`src/rtl/rr_selector_arbiter_if.sv`:
```
// Request/data/grant bundle shared between the four requesters and the
// round-robin output arbiter.
interface rr_selector_arbiter_if #(
    parameter int unsigned DW = 2
);
    logic [3:0]      req;
    logic [4*DW-1:0] data;
    logic [3:0]      grant;
    logic [1:0]      sel;
    logic [DW-1:0]   dout;
    logic            dout_valid;

    modport master (
        output req, data,
        input  grant, sel, dout, dout_valid
    );

    modport slave (
        input  req, data,
        output grant, sel, dout, dout_valid
    );
endinterface

```
`src/rtl/rr_selector_arbiter.sv`:
```
// Round-robin arbiter sharing one registered DW-bit output channel among four
// requesters; a grant ends on request drop or after HOLD_CYCLES captured words.
module rr_selector_arbiter #(
    parameter int unsigned HOLD_CYCLES = 4,
    parameter int unsigned DW          = 2
) (
    input  logic                  clk,
    input  logic                  rst,
    rr_selector_arbiter_if.slave  bus
);
    localparam int unsigned NREQ  = 4;
    localparam int unsigned CNT_W = 4;
    localparam logic [CNT_W-1:0] CNT_LAST = CNT_W'(HOLD_CYCLES - 1);

    typedef enum logic {IDLE, GRANT} state_t;

    state_t           state;
    logic [1:0]       ptr;
    logic [CNT_W-1:0] cnt;
    logic [1:0]       win;
    logic [1:0]       idx;
    logic             found;
    logic [DW-1:0]    lane;

    // First requester at or after ptr, wrapping modulo four.
    always_comb begin
        win   = ptr;
        idx   = ptr;
        found = 1'b0;
        for (int k = 0; k < NREQ; k++) begin
            idx = ptr + 2'(k);
            if (!found && bus.req[idx]) begin
                win   = idx;
                found = 1'b1;
            end
        end
    end

    // Lane mux driven by the registered select.
    always_comb begin
        lane = '0;
        for (int i = 0; i < NREQ; i++) begin
            if (bus.sel == 2'(i)) lane = bus.data[i*DW +: DW];
        end
    end

    always_ff @(posedge clk) begin
        if (rst) begin
            state          <= IDLE;
            ptr            <= '0;
            cnt            <= '0;
            bus.grant      <= '0;
            bus.sel        <= '0;
            bus.dout       <= '0;
            bus.dout_valid <= 1'b0;
        end else begin
            case (state)
                IDLE: begin
                    bus.dout_valid <= 1'b0;
                    if (|bus.req) begin
                        bus.grant <= 4'b0001 << win;
                        bus.sel   <= win;
                        cnt       <= '0;
                        state     <= GRANT;
                    end
                end
                GRANT: begin
                    if (!bus.req[bus.sel]) begin
                        bus.dout_valid <= 1'b0;
                        bus.grant      <= '0;
                        ptr            <= bus.sel + 2'd1;
                        state          <= IDLE;
                    end else begin
                        bus.dout       <= lane;
                        bus.dout_valid <= 1'b1;
                        // Pointer moves only on release so a held request is served within three grants.
                        if (cnt == CNT_LAST) begin
                            bus.grant <= '0;
                            ptr       <= bus.sel + 2'd1;
                            state     <= IDLE;
                        end else begin
                            cnt <= cnt + CNT_W'(1);
                        end
                    end
                end
                default: state <= IDLE;
            endcase
        end
    end
endmodule

```
`src/flat_wrapper.sv`:
```
// flat-port wrapper written by rule: the top's interface ports become plain ports
module rr_selector_arbiter_flat 
#(
    parameter int unsigned HOLD_CYCLES = 4,
    parameter int unsigned DW          = 2
)
  (clk, rst, bus_req, bus_data, bus_grant, bus_sel, bus_dout, bus_dout_valid);
  rr_selector_arbiter_if #(.DW(DW)) bus_i ();
  input  logic clk;
  input  logic rst;
  input wire logic [$bits(bus_i.req)-1:0] bus_req;
  input wire logic [$bits(bus_i.data)-1:0] bus_data;
  output wire logic [$bits(bus_i.grant)-1:0] bus_grant;
  output wire logic [$bits(bus_i.sel)-1:0] bus_sel;
  output wire logic [$bits(bus_i.dout)-1:0] bus_dout;
  output wire logic [$bits(bus_i.dout_valid)-1:0] bus_dout_valid;
  assign bus_i.req = bus_req;
  assign bus_i.data = bus_data;
  assign bus_grant = bus_i.grant;
  assign bus_sel = bus_i.sel;
  assign bus_dout = bus_i.dout;
  assign bus_dout_valid = bus_i.dout_valid;
  rr_selector_arbiter #(.HOLD_CYCLES(HOLD_CYCLES), .DW(DW)) u_core (.clk(clk), .rst(rst), .bus(bus_i));
endmodule
```
`config.mk`:
```
export PLATFORM = sky130hd
export DESIGN_NAME = rr_selector_arbiter_flat
export DESIGN_NICKNAME = d
export VERILOG_FILES = /design/src/rtl/rr_selector_arbiter_if.sv /design/src/rtl/rr_selector_arbiter.sv /design/src/flat_wrapper.sv
export SDC_FILE = /design/constraint.sdc
export NUM_CORES = 1
export LEC_CHECK = 0
export ABC_AREA = 1
export BUFFER_PORTS_ARGS = -buffer_cell sky130_fd_sc_hd__buf_2
export CORE_UTILIZATION = 45
export CTS_CLUSTER_SIZE = 20
export DETAILED_ROUTE_END_ITERATION = 7
export PLACE_DENSITY = 0.67
export SLEW_MARGIN = 25
export SYNTH_ARGS = -nofsm -noshare
export SYNTH_HDL_FRONTEND = slang
export SYNTH_SLANG_ARGS = --single-unit
```
`constraint.sdc`:
```
create_clock -name clk -period 3.75 [get_ports clk]
set_input_delay 0.1875 -clock clk [delete_from_list [all_inputs] [get_ports clk]]
set_output_delay 0.1875 -clock clk [all_outputs]
set_load 0.1 [all_outputs]
```
==> summary.txt <==
critical path arrival: 2040 ps
IO Pins: 23
Die X: 53.7 um
final WL: 2720 um
Critical Path Start Type: flop
crit-path cells: inv_2 -> nand2_2 -> nand3_2 -> nand2_4 -> nand2_4 -> nor2_2 -> nand2_1 -> nand2_2 -> nor2_2 -> nand2_1 -> a21oi_2
unrepaired setup endpoints after global routing: no
Final Max Tran Viols: 0
1st-pass router iterations: 5
antenna violations before repair: 0
Multi-input gate area: 768 um2
post-layout min period: 1850 ps
CTS Buf Count: 3
Via Count: 1245
status: complete, no violations
Layout Utilization: 0.544
Slowest-stage cell, CP: dfxtp_1
total power divided by cell area: 667 mW/mm2
Hold Vio Cnt, Final: 0
vias in the first global route: 1160
die area: 0.00289 mm2
#FFs+latches synth: 16
final worst path period share: 0.494
Wirelength per Cell: 11.3 um
# resized after CTS: 0
H-tree depth: 1
Setup TNS: 0 ps
CTS Buffer Depth: 2
Fillers: 255
crit-path max FO: 14
Mapped Cells: 188
critical path class: flop to flop
async set-reset flop share out of synthesis: 0
pin count of the biggest net entering global routing: 15
Syn. warnings: 0
Routed Antenna Nets: 0
post-synth cell types: 25
most common cell after layout, fill and taps aside: nand2_1
max-capacitance violation count: 0
Initial Util: 0.482
mapped cell area: 0.00120 mm2
PortBufs: 22
DRC: 0
NumNets Final: 230
Crit path largest cell delay: 610 ps
Setup violations, final: 0
Critical Path End Type: flop
CTS Sinks: 16
chip height: 53.7 um
Starting DRT DRC Count: 20
Peak supply drop: 0.417 mV
buffer and inverter count on the worst path: 1
Leak: 0.000705 uW
Least-Margin Pin Slew: 486 ps
Seq/Total Area, Yosys: 0.266
post-DP HPWL: 2100 um
Post-CTS Setup Inserts: 0
Layout area overhead: 12.8%
HP Class: input pin to flop
syn_area_per_cell: 6.41 um2
n_diodes: 0
cell family with most CP delay: simple AND/OR/NAND/NOR gates
layout cells sized above 1: 0.262
Synth Net Count: 207
clk slew on worst S/H paths: 100 ps
Post-synth top flop: dfxtp_1
first-pass GRT wire length: 4660 um
total track usage: 0.214
Final Skew: 4.33 ps
Rel. slew slack: 0.678
GPL Wtd Cong: 0.819
Highest Clock Rate: 540 MHz
Vias/cell: 5.19
Cell Rows: 18
Hold Buf Count CTS: 0
root buffer cell: clkbuf_4
Skew-Pair Late Insertion Delay: 290 ps
most frequent cells in the layout: nand2_1, buf_2, inv_1
Sequential cell area: 320 um2
grt ovf: 0
critical path required time: 3940 ps
number of flops mapped to enable cells by yosys: 0
Core Footprint: 0.00250 mm2
TritonCTS clock tree: done
[through the flow]
step,worst slack (ps),hold slack [ps],total power (uW),instance area (um2),std cells
final,1900,177,906,1360,240
after global routing,1700,185,975,1360,240
after CTS,1910,182,908,1360,240
after detailed placement,1950,461,792,1320,236
after global placement,1960,456,780,1320,236
after floorplan,1570,364,705,1200,188
[power by group]
group	internal, uW	total [uW]	leakage (uW)	switching, uW
clock network	59.2	116	0.0000210	57.1
registers	201	238	0.000131	36.2
logic	142	552	0.000553	410
[registers in the layout (all words and copies together), names as in the netlist]
name and flops:
u_core.bus.dout_valid 1, u_core.bus.dout 2, u_core.cnt 4, u_core.state 1, u_core.bus.grant 4, u_core.ptr 2, u_core.bus.sel 2
[worst register-to-register path: stages (launching register included)]
cell	delay (ps)
dfxtp_1	610
inv_2	210
nand2_2	110
nand3_2	80
nand2_4	160
nand2_4	70
nor2_2	150
nand2_1	80
nand2_2	100
nor2_2	40
nand2_1	80
a21oi_2	50
[worst paths after layout]
path | from | to | slack (ps) | depth (start not counted)
worst max-delay path | u_core.ptr[0] | u_core.bus.grant[3] | 1900 | 11
worst min-delay path | bus_data[7] | u_core.bus.dout[1] | 180 | 3
worst max register to register | u_core.ptr[0] | u_core.bus.grant[3] | 1900 | 11
worst min register to register | u_core.bus.grant[1] | u_core.bus.grant[1] | 480 | 2
[cells by family after synthesis]
family	share of synthesized area
AO/OA/AOI/OAI	0.133
adder cells (fa/ha/maj)	0.0519
AND/OR/NAND/NOR	0.453
buffers and inverters	0.0966
flip-flops	0.266
[layout make-up]
class                   instances  area share
inverters                      22      0.0635
well taps                      30      0.0276
repair buffers                 22      0.0810
multi-input cells             146       0.565
clock buffers                   4      0.0267
flip-flops and latches         16       0.236
[synthesized netlist by cell type (2+ instances only)]
cell type	n	area (um2)
nand3_2	3	30.0
nand2_1	67	251
nor2_1	8	30.0
a21oi_2	4	35.0
inv_1	18	67.6
a21oi_1	11	55.1
dfxtp_1	16	320
o22ai_1	2	12.5
nor2_2	3	18.8
ha_1	5	62.6
buf_4	2	15.0
a211oi_1	3	22.5
nand3_1	17	85.1
o21ai_0	4	20.0
inv_2	2	7.51
nand2_2	10	62.6
nand2_4	5	56.3
[routing by layer]
| layer | track usage | vias up | share of wire | routed length [um] |
|---|---|---|---|---|
| li1 | - | 647 | - | - |
| met1 | 0.269 | 551 | 0.47 | 1280 |
| met2 | 0.368 | 38 | 0.45 | 1220 |
| met3 | 0.0282 | 9 | 0.056 | 152 |
| met4 | 0.0746 | 0 | 0.021 | 58 |
| met5 | 0 | - | 0 | 0 |
No activity file was read; power rests on OpenSTA's default activity.
